$ cat config.mk
export PLATFORM = sky130hd
export DESIGN_NAME = i2c_accel_target
export DESIGN_NICKNAME = d
export VERILOG_FILES = /design/src/rtl/i2c_target_pkg.sv /design/src/rtl/i2c_line_sync.sv /design/src/rtl/i2c_accel_target.sv
export SDC_FILE = /design/constraint.sdc
export NUM_CORES = 1
export LEC_CHECK = 0
export BUFFER_PORTS_ARGS = -buffer_cell sky130_fd_sc_hd__buf_4
export CORE_UTILIZATION = 48
export CTS_BUF_LIST = sky130_fd_sc_hd__clkbuf_4 sky130_fd_sc_hd__clkbuf_8
export CTS_CLUSTER_SIZE = 24
export DETAILED_ROUTE_END_ITERATION = 8
export PLACE_DENSITY = 0.67
export REMOVE_ABC_BUFFERS = 1
export SLEW_MARGIN = 0
export SYNTH_ARGS = -nofsm -noshare
export SYNTH_HDL_FRONTEND = slang
export SYNTH_SLANG_ARGS = --single-unit
export TNS_END_PERCENT = 5
$ cat constraint.sdc
create_clock -name clk_clk -period 5.2 [get_ports clk_clk]
set_input_delay 0.26 -clock clk_clk [delete_from_list [all_inputs] [get_ports clk_clk]]
set_output_delay 0.26 -clock clk_clk [all_outputs]
set_load 0.01 [all_outputs]
$ cat src/rtl/i2c_target_pkg.sv
// Shared state encoding and register map for the emulated ADXL345-style I2C target.
package i2c_target_pkg;

  typedef enum logic [3:0] {
    ST_IDLE,
    ST_DEV_ADDR,
    ST_ACK_ADDR,
    ST_REG_PTR,
    ST_ACK_PTR,
    ST_WR_DATA,
    ST_ACK_WR,
    ST_RD_DATA,
    ST_RD_ACK,
    ST_IGNORE
  } state_t;

  localparam logic [7:0] REG_DEVID  = 8'h00;
  localparam logic [7:0] REG_DATAX0 = 8'h32;
  localparam logic [7:0] REG_DATAX1 = 8'h33;
  localparam logic [7:0] REG_DATAY0 = 8'h34;
  localparam logic [7:0] REG_DATAY1 = 8'h35;
  localparam logic [7:0] REG_DATAZ0 = 8'h36;
  localparam logic [7:0] REG_DATAZ1 = 8'h37;

  localparam logic [3:0] BITS_PER_BYTE = 4'd8;

  function automatic logic is_snapshot_reg(input logic [7:0] addr);
    return (addr >= REG_DATAX0) && (addr <= REG_DATAZ1);
  endfunction

endpackage

$ cat src/rtl/i2c_line_sync.sv
// Two-stage synchronisers for the SCL/SDA pads plus single-cycle edge and
// START/STOP condition pulses derived from the synchronised levels.
module i2c_line_sync (
  input  logic i_clk,
  input  logic i_srst,
  input  logic i_scl,
  input  logic i_sda,
  output logic o_sda,
  output logic o_scl_rise,
  output logic o_scl_fall,
  output logic o_start,
  output logic o_stop
);

  logic [1:0] r_scl_sync;
  logic [1:0] r_sda_sync;
  logic       r_scl_prev;
  logic       r_sda_prev;

  // Idle bus level is high, so everything resets to 1 to avoid a spurious edge.
  always_ff @(posedge i_clk) begin
    if (i_srst) begin
      r_scl_sync <= 2'b11;
      r_sda_sync <= 2'b11;
      r_scl_prev <= 1'b1;
      r_sda_prev <= 1'b1;
    end else begin
      r_scl_sync <= {r_scl_sync[0], i_scl};
      r_sda_sync <= {r_sda_sync[0], i_sda};
      r_scl_prev <= r_scl_sync[1];
      r_sda_prev <= r_sda_sync[1];
    end
  end

  assign o_sda      = r_sda_sync[1];
  assign o_scl_rise = r_scl_sync[1] & ~r_scl_prev;
  assign o_scl_fall = ~r_scl_sync[1] & r_scl_prev;
  assign o_start    = r_scl_sync[1] & r_scl_prev & r_sda_prev & ~r_sda_sync[1];
  assign o_stop     = r_scl_sync[1] & r_scl_prev & ~r_sda_prev & r_sda_sync[1];

endmodule

$ cat src/rtl/i2c_accel_target.sv
// I2C target emulating an ADXL345-style accelerometer: address match, auto-
// incrementing register pointer, byte register file and coherent axis snapshot.
module i2c_accel_target
  import i2c_target_pkg::*;
#(
  parameter logic [6:0] TARGET_ADDR = 7'h53,
  parameter logic [7:0] DEVICE_ID   = 8'hE5,
  parameter int         NUM_REGS    = 64
) (
  input  logic        clk_clk,
  input  logic        reset_reset,
  input  logic        scl_i,
  input  logic        sda_i,
  output logic        sda_oe,
  input  logic [15:0] axis_x,
  input  logic [15:0] axis_y,
  input  logic [15:0] axis_z,
  input  logic        axis_valid,
  output logic        wr_strobe,
  output logic [7:0]  wr_addr,
  output logic [7:0]  wr_data,
  output logic        busy
);

  localparam int         AW         = (NUM_REGS > 1) ? $clog2(NUM_REGS) : 1;
  localparam logic [8:0] NUM_REGS_W = 9'(NUM_REGS);

  logic w_sda, w_scl_rise, w_scl_fall, w_start, w_stop;

  i2c_line_sync u_line_sync (
    .i_clk      (clk_clk),
    .i_srst     (reset_reset),
    .i_scl      (scl_i),
    .i_sda      (sda_i),
    .o_sda      (w_sda),
    .o_scl_rise (w_scl_rise),
    .o_scl_fall (w_scl_fall),
    .o_start    (w_start),
    .o_stop     (w_stop)
  );

  state_t      r_state, w_state_next;
  logic [3:0]  r_bit_cnt, w_bit_cnt_next;
  logic [7:0]  r_shift, w_shift_next;
  logic [7:0]  r_ptr, w_ptr_next;
  logic        r_rw, w_rw_next;
  logic        r_mack, w_mack_next;
  logic        r_sda_oe, w_sda_oe_next;
  logic        r_busy, w_busy_next;
  logic        w_wr_fire;
  logic        w_snap_copy;
  logic        w_byte_done;
  logic        w_ptr_in_range;
  logic        w_ptr_writable;
  logic [AW-1:0] w_ptr_idx;

  logic        r_wr_strobe;
  logic [7:0]  r_wr_addr, r_wr_data;
  logic [7:0]  r_rd_byte;
  logic [47:0] r_stage, r_snap;
  logic [7:0]  r_regs [NUM_REGS];

  assign w_byte_done    = (r_bit_cnt == BITS_PER_BYTE);
  assign w_ptr_in_range = ({1'b0, r_ptr} < NUM_REGS_W);
  assign w_ptr_writable = w_ptr_in_range && (r_ptr != REG_DEVID) && !is_snapshot_reg(r_ptr);
  assign w_ptr_idx      = r_ptr[AW-1:0];

  always_ff @(posedge clk_clk) begin
    if (reset_reset) begin
      r_state   <= ST_IDLE;
      r_bit_cnt <= '0;
      r_shift   <= '0;
      r_ptr     <= '0;
      r_rw      <= 1'b0;
      r_mack    <= 1'b0;
      r_sda_oe  <= 1'b0;
      r_busy    <= 1'b0;
    end else begin
      r_state   <= w_state_next;
      r_bit_cnt <= w_bit_cnt_next;
      r_shift   <= w_shift_next;
      r_ptr     <= w_ptr_next;
      r_rw      <= w_rw_next;
      r_mack    <= w_mack_next;
      r_sda_oe  <= w_sda_oe_next;
      r_busy    <= w_busy_next;
    end
  end

  always_comb begin
    w_state_next   = r_state;
    w_bit_cnt_next = r_bit_cnt;
    w_shift_next   = r_shift;
    w_ptr_next     = r_ptr;
    w_rw_next      = r_rw;
    w_mack_next    = r_mack;
    w_sda_oe_next  = r_sda_oe;
    w_busy_next    = r_busy;
    w_wr_fire      = 1'b0;
    w_snap_copy    = 1'b0;
    if (w_stop) begin
      w_state_next  = ST_IDLE;
      w_sda_oe_next = 1'b0;
      w_busy_next   = 1'b0;
    end else if (w_start) begin
      w_state_next   = ST_DEV_ADDR;
      w_bit_cnt_next = '0;
      w_sda_oe_next  = 1'b0;
    end else begin
      case (r_state)
        ST_DEV_ADDR, ST_REG_PTR, ST_WR_DATA: begin
          if (w_scl_rise && !w_byte_done) begin
            w_shift_next   = {r_shift[6:0], w_sda};
            w_bit_cnt_next = r_bit_cnt + 4'd1;
          end else if (w_scl_fall && w_byte_done) begin
            w_bit_cnt_next = '0;
            w_sda_oe_next  = 1'b1;
            if (r_state == ST_REG_PTR) begin
              w_ptr_next   = r_shift;
              w_state_next = ST_ACK_PTR;
            end else if (r_state == ST_WR_DATA) begin
              w_state_next = ST_ACK_WR;
            end else if (r_shift[7:1] == TARGET_ADDR) begin
              w_state_next = ST_ACK_ADDR;
              w_busy_next  = 1'b1;
              w_rw_next    = r_shift[0];
              w_snap_copy  = r_shift[0];
            end else begin
              w_state_next  = ST_IGNORE;
              w_sda_oe_next = 1'b0;
            end
          end
        end
        ST_ACK_ADDR: begin
          if (w_scl_fall) begin
            if (r_rw) begin
              w_state_next  = ST_RD_DATA;
              w_shift_next  = r_rd_byte;
              w_sda_oe_next = ~r_rd_byte[7];
            end else begin
              w_state_next  = ST_REG_PTR;
              w_sda_oe_next = 1'b0;
            end
          end
        end
        ST_ACK_PTR: begin
          if (w_scl_fall) begin
            w_state_next  = ST_WR_DATA;
            w_sda_oe_next = 1'b0;
          end
        end
        ST_ACK_WR: begin
          if (w_scl_fall) begin
            w_state_next  = ST_WR_DATA;
            w_sda_oe_next = 1'b0;
            w_wr_fire     = 1'b1;
            w_ptr_next    = r_ptr + 8'd1;
          end
        end
        ST_RD_DATA: begin
          if (w_scl_rise && !w_byte_done) begin
            w_bit_cnt_next = r_bit_cnt + 4'd1;
          end else if (w_scl_fall && (r_bit_cnt != 4'd0)) begin
            if (w_byte_done) begin
              w_state_next   = ST_RD_ACK;
              w_sda_oe_next  = 1'b0;
              w_bit_cnt_next = '0;
            end else begin
              w_shift_next  = {r_shift[6:0], 1'b0};
              w_sda_oe_next = ~r_shift[6];
            end
          end
        end
        ST_RD_ACK: begin
          // Pointer advances on the ACK rising edge so the next byte is fetched before SCL falls.
          if (w_scl_rise) begin
            w_mack_next = w_sda;
            if (!w_sda) w_ptr_next = r_ptr + 8'd1;
          end else if (w_scl_fall) begin
            if (!r_mack) begin
              w_state_next  = ST_RD_DATA;
              w_shift_next  = r_rd_byte;
              w_sda_oe_next = ~r_rd_byte[7];
            end else begin
              w_state_next = ST_IGNORE;
            end
          end
        end
        default: ;
      endcase
    end
  end

  always_ff @(posedge clk_clk) begin
    if (reset_reset) begin
      r_wr_strobe <= 1'b0;
      r_wr_addr   <= '0;
      r_wr_data   <= '0;
      for (int i = 0; i < NUM_REGS; i++) r_regs[i] <= '0;
    end else begin
      r_wr_strobe <= w_wr_fire;
      if (w_wr_fire) begin
        r_wr_addr <= r_ptr;
        r_wr_data <= r_shift;
        if (w_ptr_writable) r_regs[w_ptr_idx] <= r_shift;
      end
    end
  end

  // A late axis_valid only touches staging, so an in-flight burst stays coherent.
  always_ff @(posedge clk_clk) begin
    if (reset_reset) begin
      r_stage <= '0;
      r_snap  <= '0;
    end else begin
      if (axis_valid) r_stage <= {axis_z, axis_y, axis_x};
      if (w_snap_copy) r_snap <= r_stage;
    end
  end

  always_ff @(posedge clk_clk) begin
    if (reset_reset) begin
      r_rd_byte <= '0;
    end else begin
      case (r_ptr)
        REG_DEVID:  r_rd_byte <= DEVICE_ID;
        REG_DATAX0: r_rd_byte <= r_snap[7:0];
        REG_DATAX1: r_rd_byte <= r_snap[15:8];
        REG_DATAY0: r_rd_byte <= r_snap[23:16];
        REG_DATAY1: r_rd_byte <= r_snap[31:24];
        REG_DATAZ0: r_rd_byte <= r_snap[39:32];
        REG_DATAZ1: r_rd_byte <= r_snap[47:40];
        default:    r_rd_byte <= w_ptr_in_range ? r_regs[w_ptr_idx] : 8'h00;
      endcase
    end
  end

  assign sda_oe    = r_sda_oe;
  assign busy      = r_busy;
  assign wr_strobe = r_wr_strobe;
  assign wr_addr   = r_wr_addr;
  assign wr_data   = r_wr_data;

endmodule

==> Yosys cells after proc, flatten, opt, wreduce, memory -nomap -nowiden <==
Memories as Yosys holds them, arrays and structs flattened. A register that Yosys moved wholly into a read port is not among the register bits.
Index checks and enable logic that the tools add are counted.
{ "word_totals": {"ram_bits": 512, "regBits": 155, "input_bits": 53, "mem_count": 1} }
{ "mem_list": {"columns": ["name", "words", "width", "read_ports", "rd_ports_with_merged_regs", "write_ports", "line_no", "source"], "rows": [
  ["r_regs", 64, 8, 1, 1, 64, "i2c_accel_target.sv:61", "logic [7:0] r_regs [NUM_REGS];"]
]} }
{ "classes": {"n_addsub": 2, "bitwise_logic": 18, "n_mux": 80, "n_reduce_logical": 30, "n_lt_le_gt_ge": 3, "eq_ne": 45} }
{ "op_table": {"columns": ["operator", "n"], "rows": [
  ["8-bit two-way mux", 17],
  ["4-bit two-way mux", 19],
  ["8-bit case mux with 7 select lines", 1],
  ["8-bit by 6-bit equality test with 1-bit output (second input constant)", 6],
  ["1-bit two-way mux", 34],
  ["2-bit inequality test (second input constant)", 16],
  ["8-bit case mux with 4 select lines", 1],
  ["10-bit AND reduction", 3],
  ["3-bit by 2-bit inequality test with 1-bit output (second input constant)", 8],
  ["8-bit case mux with 3 select lines", 1],
  ["4-bit case mux with 5 select lines", 1],
  ["6-bit two-way mux", 3],
  ["4-bit by 3-bit equality test with 1-bit output (second input constant)", 4],
  ["4-bit by 3-bit inequality test with 1-bit output (second input constant)", 3],
  ["12-bit AND reduction", 1],
  ["1-bit inverter", 11],
  ["9-bit AND reduction", 1],
  ["8-bit by 1-bit adder with 8-bit output (second input constant)", 1],
  ["4-bit by 2-bit equality test with 1-bit output (second input constant)", 2],
  ["4-bit equality test (second input constant)", 2],
  ["8-bit by 6-bit >= comparator with 1-bit output (second input constant)", 1],
  ["8-bit by 6-bit less-or-equal comparator with 1-bit output (second input constant)", 1],
  ["8-bit logical NOT", 1],
  ["8-bit by 7-bit less-than comparator with 1-bit output (second input constant)", 1],
  ["23 further kinds", 39]
]} }

==> Depth between registers and ports, before layout <==
{ "logic_depth": {"word_depth": 11, "depth_mapped": 10, "mapped_depth_nobuf": 8} }

==> Modules after synthesis <==
A second synthesis with hierarchy kept.
{ "hier_totals": {"hier_cells": 2264, "hier_area_um2": 30272.8} }
{ "modules_own_cells": {"columns": ["module", "cells_per_inst", "n_inst", "area_each_um2"], "rows": [
  ["i2c_accel_target", 2248, 1, 30082.6],
  ["i2c_line_sync", 16, 1, 190.2]
]} }

==> Worst setup path after synthesis <==
Ideal clock, no wire load.
{ "synth_timing": {"path_kind": "reg2reg", "startpoint": "register r_ptr[1]", "endpoint": "register r_rd_byte[0]", "setup_time_ps": 83, "arrival_ps": 2397, "required_ps": 5117, "path_slack_ps": 2720, "path_buffers": 2, "period_less_slack_ps": 2480, "path_stages_with_launch": 11, "path_cell_list": "dfxtp_1 > clkbuf_1 > inv_1 > ha_1 > buf_2 > or4b_1 > o2111a_1 > a2111oi_2 > and2_2 > nand2_2 > o221ai_1"} }
{ "synth_between": {"elab_chain_cells": 3, "elab_cells_between_ends": 10, "cone_classes": "order compare: 1; eq/ne: 6; mux: 2; reduce/logical: 1"} }
{ "synth_lines": {"columns": ["element", "line_no", "source"], "rows": [
  ["start: declaration", "i2c_accel_target.sv:45", "logic [7:0] r_ptr, w_ptr_next;"],
  ["start signal: assignment", "i2c_accel_target.sv:82", "r_ptr <= w_ptr_next;"],
  ["8-bit by 7-bit less-than comparator with 1-bit output", "i2c_accel_target.sv:64", "assign w_ptr_in_range = ({1'b0, r_ptr} < NUM_REGS_W);"],
  ["8-bit two-way mux", "i2c_accel_target.sv:233", "default: r_rd_byte <= w_ptr_in_range ? r_regs[w_ptr_idx] : 8'h00;"],
  ["8-bit case mux with 7 select lines (*)", "i2c_accel_target.sv:225", "case (r_ptr)"],
  ["end signal: assignment", "i2c_accel_target.sv:227", "REG_DATAX0: r_rd_byte <= r_snap[7:0];"],
  ["end signal: assignment", "i2c_accel_target.sv:228", "REG_DATAX1: r_rd_byte <= r_snap[15:8];"],
  ["end signal: assignment", "i2c_accel_target.sv:233", null],
  ["end: declaration", "i2c_accel_target.sv:59", "logic [7:0] r_rd_byte;"]
]} }
Every way passes the cells marked *; elsewhere a longest branch is shown, timed or not.
A chain may end at the register's enable or synchronous reset.

==> flow_summary.toml <==
[run_status]
run_status = "complete, no violations"

[global_routing]
grt_first_pass_wirelength_um = 117400
overflow = 0
number_of_global_route_vias_before_repair = 19250
grt_start_max_net_pins = 99
gr_usage_total_pct = 24.75
antenna_found_initial = 3

[worst_setup_path]
ff2ff_setup_slack_ps = 1680
r2r-end = "r_regs[31][5]"
setup.worst_path.end = "r_regs[31][5]"
crit_chain = "and2_1 -> nand3_1 -> nor3_2 -> nand3_1 -> nor2_1 -> or2_2"
path_common_cell = "sky130_fd_sc_hd__nand3_1"
worst-r2r-cell-count = 6
crit_path_max_incr_delay_ps = 690
worst_ep_arrival_time_ps = 3910
timing.critical_path.depth = 6
cp.required_ps = 5600
setup.worst_path.start_class = "register"
critPathLaunch = "r_state[2]"
timing.critical_path.buf_inv = 0
worst-path-max-fanout = 18
worst_path_max_delay_cell = "sky130_fd_sc_hd__nand3_1"
critical_path.top_delay_family = "simple AND/OR/NAND/NOR gates"
path_class = "reg2reg"
worstSetupEndpointType = "register"
r2r-start = "r_state[2]"

[synth]
synthesized_area_divided_by_synthesized_cell_count_um2 = 12.94
post_synth_main_area_contributors = "sky130_fd_sc_hd__edfxtp_1 (51%), sky130_fd_sc_hd__dfxtp_1 (11%), sky130_fd_sc_hd__and2_1 (8.5%)"
synth_warnings = 0
synth_seq_cells = 673
area_share_of_the_leading_cell_type_in_the_synthesized_netlist_pct = 50.82
synth-edff-count = 512
synth-async-reset-ratio_pct = 0
yosys.area.top_type = "sky130_fd_sc_hd__edfxtp_1"
synth_cell_types = 80
synth.most_common_cell = "sky130_fd_sc_hd__edfxtp_1"
synth_common_cells = "sky130_fd_sc_hd__edfxtp_1 (512), sky130_fd_sc_hd__and2_1 (413), sky130_fd_sc_hd__nand2_1 (180)"
post_synth_inst_count = 2339
seq_area_frac_synth_pct = 61.47
post_synth_instance_area_mm2 = 0.03026
ys_dominant_reg_cell = "sky130_fd_sc_hd__edfxtp_1"

[route]
drc = 0
1st_iter_drt_viols = 2028
detail_route.wl_per_cell_um = 23.14
num_vias = 19320
drt-pass1-iter-count = 8
routed_wirelength_um = 78180
drt-vias-per-instance = 5.718
ant_nets = 0

[worst_hold_path]
hold_path_class = "in2reg"
worst_hold_startpoint = "axis_valid"

[sta]
timing.final.crit_period_ps = 3518
maxSlewViolCount = 0
timing.setup.tns_ps = 0
final_hold_viol_count = 0
clock.fmax_ghz = 0.2843
finalSetupViolations = 0
final_critical_path_setup_slack_ps = 1682
final_min_period_over_clock_period_pct = 67.65
grt_setup_unrepaired = "no"
tightestPinTransition_ps = 1158
hold_ws_ps = 209.1
maxSlewHeadroom_pct = 22.63
fin_skew_ps = 24.90

[clock_tree]
root_buffer = "sky130_fd_sc_hd__clkbuf_8"
cts.sink_count = 673
htree_num_levels = 3
cts_tree = "built"
post-cts-setup-buffer-count = 0
numCtsBuffers = 108
insertion_delay_ps = 710
cts-root-to-sink-buffers = 3
reg_clk_slew_reported_paths_ps = 60

[pwr]
power.leakage_nw = 12.04
finalPower_mw = 13.79
irDropWorstVdd_mv = 0.3042
power_density_mw_per_mm2 = 404.8

[flow_run]
maxCapViolCount = 0

[cells_and_area]
fin_nets = 2515
area_growth_syn_to_layout_pct = 12.61
final_core_util_pct = 55.01
drive_gt1_share_pct = 19.81

[place]
dp_worst_setup_slack_ps = 1818
port_buffers = 71
gp_congestion = 0.8895
hpwl_um = 48690

[floorplanning]
chipWidth_um = 253.1
boundaryPins = 72
starting_density_pct = 48.85
die_height_um = 253.1
die_area_mm2 = 0.06404
core_area_mm2 = 0.06194
fp-row-count = 91
==> where the power goes <==
group	internal [mW]	total (mW)	switching, mW
sequential	6.05	6.45	0.400
combinational	0.924	2.82	1.90
clock	2.46	4.52	2.06
==> cells by family (layout without fill, tap and decap cells) <==
logic type      after synthesis  after routing  synth area share (%)
compound gates              271            271                 5.968
xor+xnor                      2              2               0.05791
fa+ha+maj                     6              6                0.2481
buf+inv                     205            358                 3.015
flops                       673            673                 61.47
mux                         225            225                 11.97
other cells                   1             50               0.01239
simple gates                956            956                 17.26
==> per-layer routing <==
metal  vias to the layer above  track usage, %  share of wire [%]
li1                       8703               -                  -
met1                      9553           33.60                 41
met2                       901           38.11                 46
met3                       160           6.836                 10
met4                         0           8.900                3.1
met5                         -               0                  0
==> final cells by class <==
cell class,instances,area (um2)
well taps,837,1047
diodes,2,5.005
inverters,10,37.54
clock buffers,157,1923
multi-input cells,1508,10920
flip-flops and latches,673,18620
repair buffers,155,1297
clock inverters,36,221.5
fillers,5132,27870
==> cells in the final DEF, fill, tap and decap left out, types with 10 or more instances in the layout <==
| cell type | netlist | layout |
|---|---|---|
| sky130_fd_sc_hd__or2_2 | 66 | 66 |
| sky130_fd_sc_hd__mux2i_1 | 111 | 111 |
| sky130_fd_sc_hd__clkbuf_4 | 0 | 38 |
| sky130_fd_sc_hd__a22oi_1 | 21 | 21 |
| sky130_fd_sc_hd__and2_1 | 413 | 413 |
| sky130_fd_sc_hd__clkinv_2 | 0 | 11 |
| sky130_fd_sc_hd__edfxtp_1 | 512 | 512 |
| sky130_fd_sc_hd__a21oi_1 | 100 | 100 |
| sky130_fd_sc_hd__nand2_1 | 180 | 180 |
| sky130_fd_sc_hd__conb_1 | 1 | 48 |
| sky130_fd_sc_hd__nor2b_1 | 10 | 10 |
| sky130_fd_sc_hd__clkbuf_8 | 0 | 120 |
| sky130_fd_sc_hd__dfxtp_1 | 161 | 151 |
| sky130_fd_sc_hd__o211ai_1 | 10 | 10 |
| sky130_fd_sc_hd__nand3_1 | 17 | 17 |
| sky130_fd_sc_hd__o21ai_0 | 24 | 24 |
| sky130_fd_sc_hd__dlygate4sd3_1 | 0 | 51 |
| sky130_fd_sc_hd__a31oi_1 | 19 | 19 |
| sky130_fd_sc_hd__buf_4 | 5 | 103 |
| sky130_fd_sc_hd__nor2_2 | 10 | 10 |
| sky130_fd_sc_hd__clkinv_1 | 0 | 18 |
| sky130_fd_sc_hd__a221oi_1 | 17 | 17 |
| sky130_fd_sc_hd__nor2_1 | 137 | 137 |
| sky130_fd_sc_hd__nor3_1 | 63 | 63 |
| sky130_fd_sc_hd__a22o_1 | 16 | 16 |
| sky130_fd_sc_hd__a211oi_1 | 13 | 13 |
| sky130_fd_sc_hd__mux4_2 | 109 | 109 |
==> sequential cells by signal, summed over array words and instances, names as in the netlist, named ones only <==
signal                  cells
busy                        1
r_bit_cnt                   4
r_mack                      1
r_ptr                       8
r_rd_byte                   8
r_regs                    512
r_rw                        1
r_shift                     8
r_snap                     48
r_stage                    48
r_state                     4
sda_oe                      1
u_line_sync.r_scl_prev      1
u_line_sync.r_scl_sync      2
u_line_sync.r_sda_prev      1
u_line_sync.r_sda_sync      2
wr_addr                     8
wr_data                     8
wr_strobe                   1
==> worst register-to-register path: cells and delay by family, from the launching register on <==
family,cells,cell delay [ps]
DFF,1,650
and+or+nand+nor,6,2560
==> worst min-delay path by stage <==
stage | to | slack, ps | depth (start not counted)
2_1_floorplan | r_snap[28] | 320 | 1
3_3_place_gp | u_line_sync.r_sda_sync[1] | 400 | 1
3_5_place_dp | u_line_sync.r_sda_sync[1] | 400 | 1
4_1_cts | r_stage[10] | 170 | 3
5_1_grt | r_stage[4] | 200 | 3
6_report | r_stage[2] | 210 | 3
==> what timing repair did <==
action / 4_1_cts / 5_1_grt
endpoints found under the setup margin: 0 / 0
resized for setup: 0 / 0
hold endpoints to repair: 62 / 0
hold buffers: 51 / 0
==> metrics by stage <==
stage | instance area (um2) | instances
floorplan | 29560 | 2191
global placement | 31410 | 3132
detailed placement | 31410 | 3132
CTS | 34070 | 3376
global route | 34070 | 3378
finish | 34070 | 3378
Power figures use the tool's default switching activity.
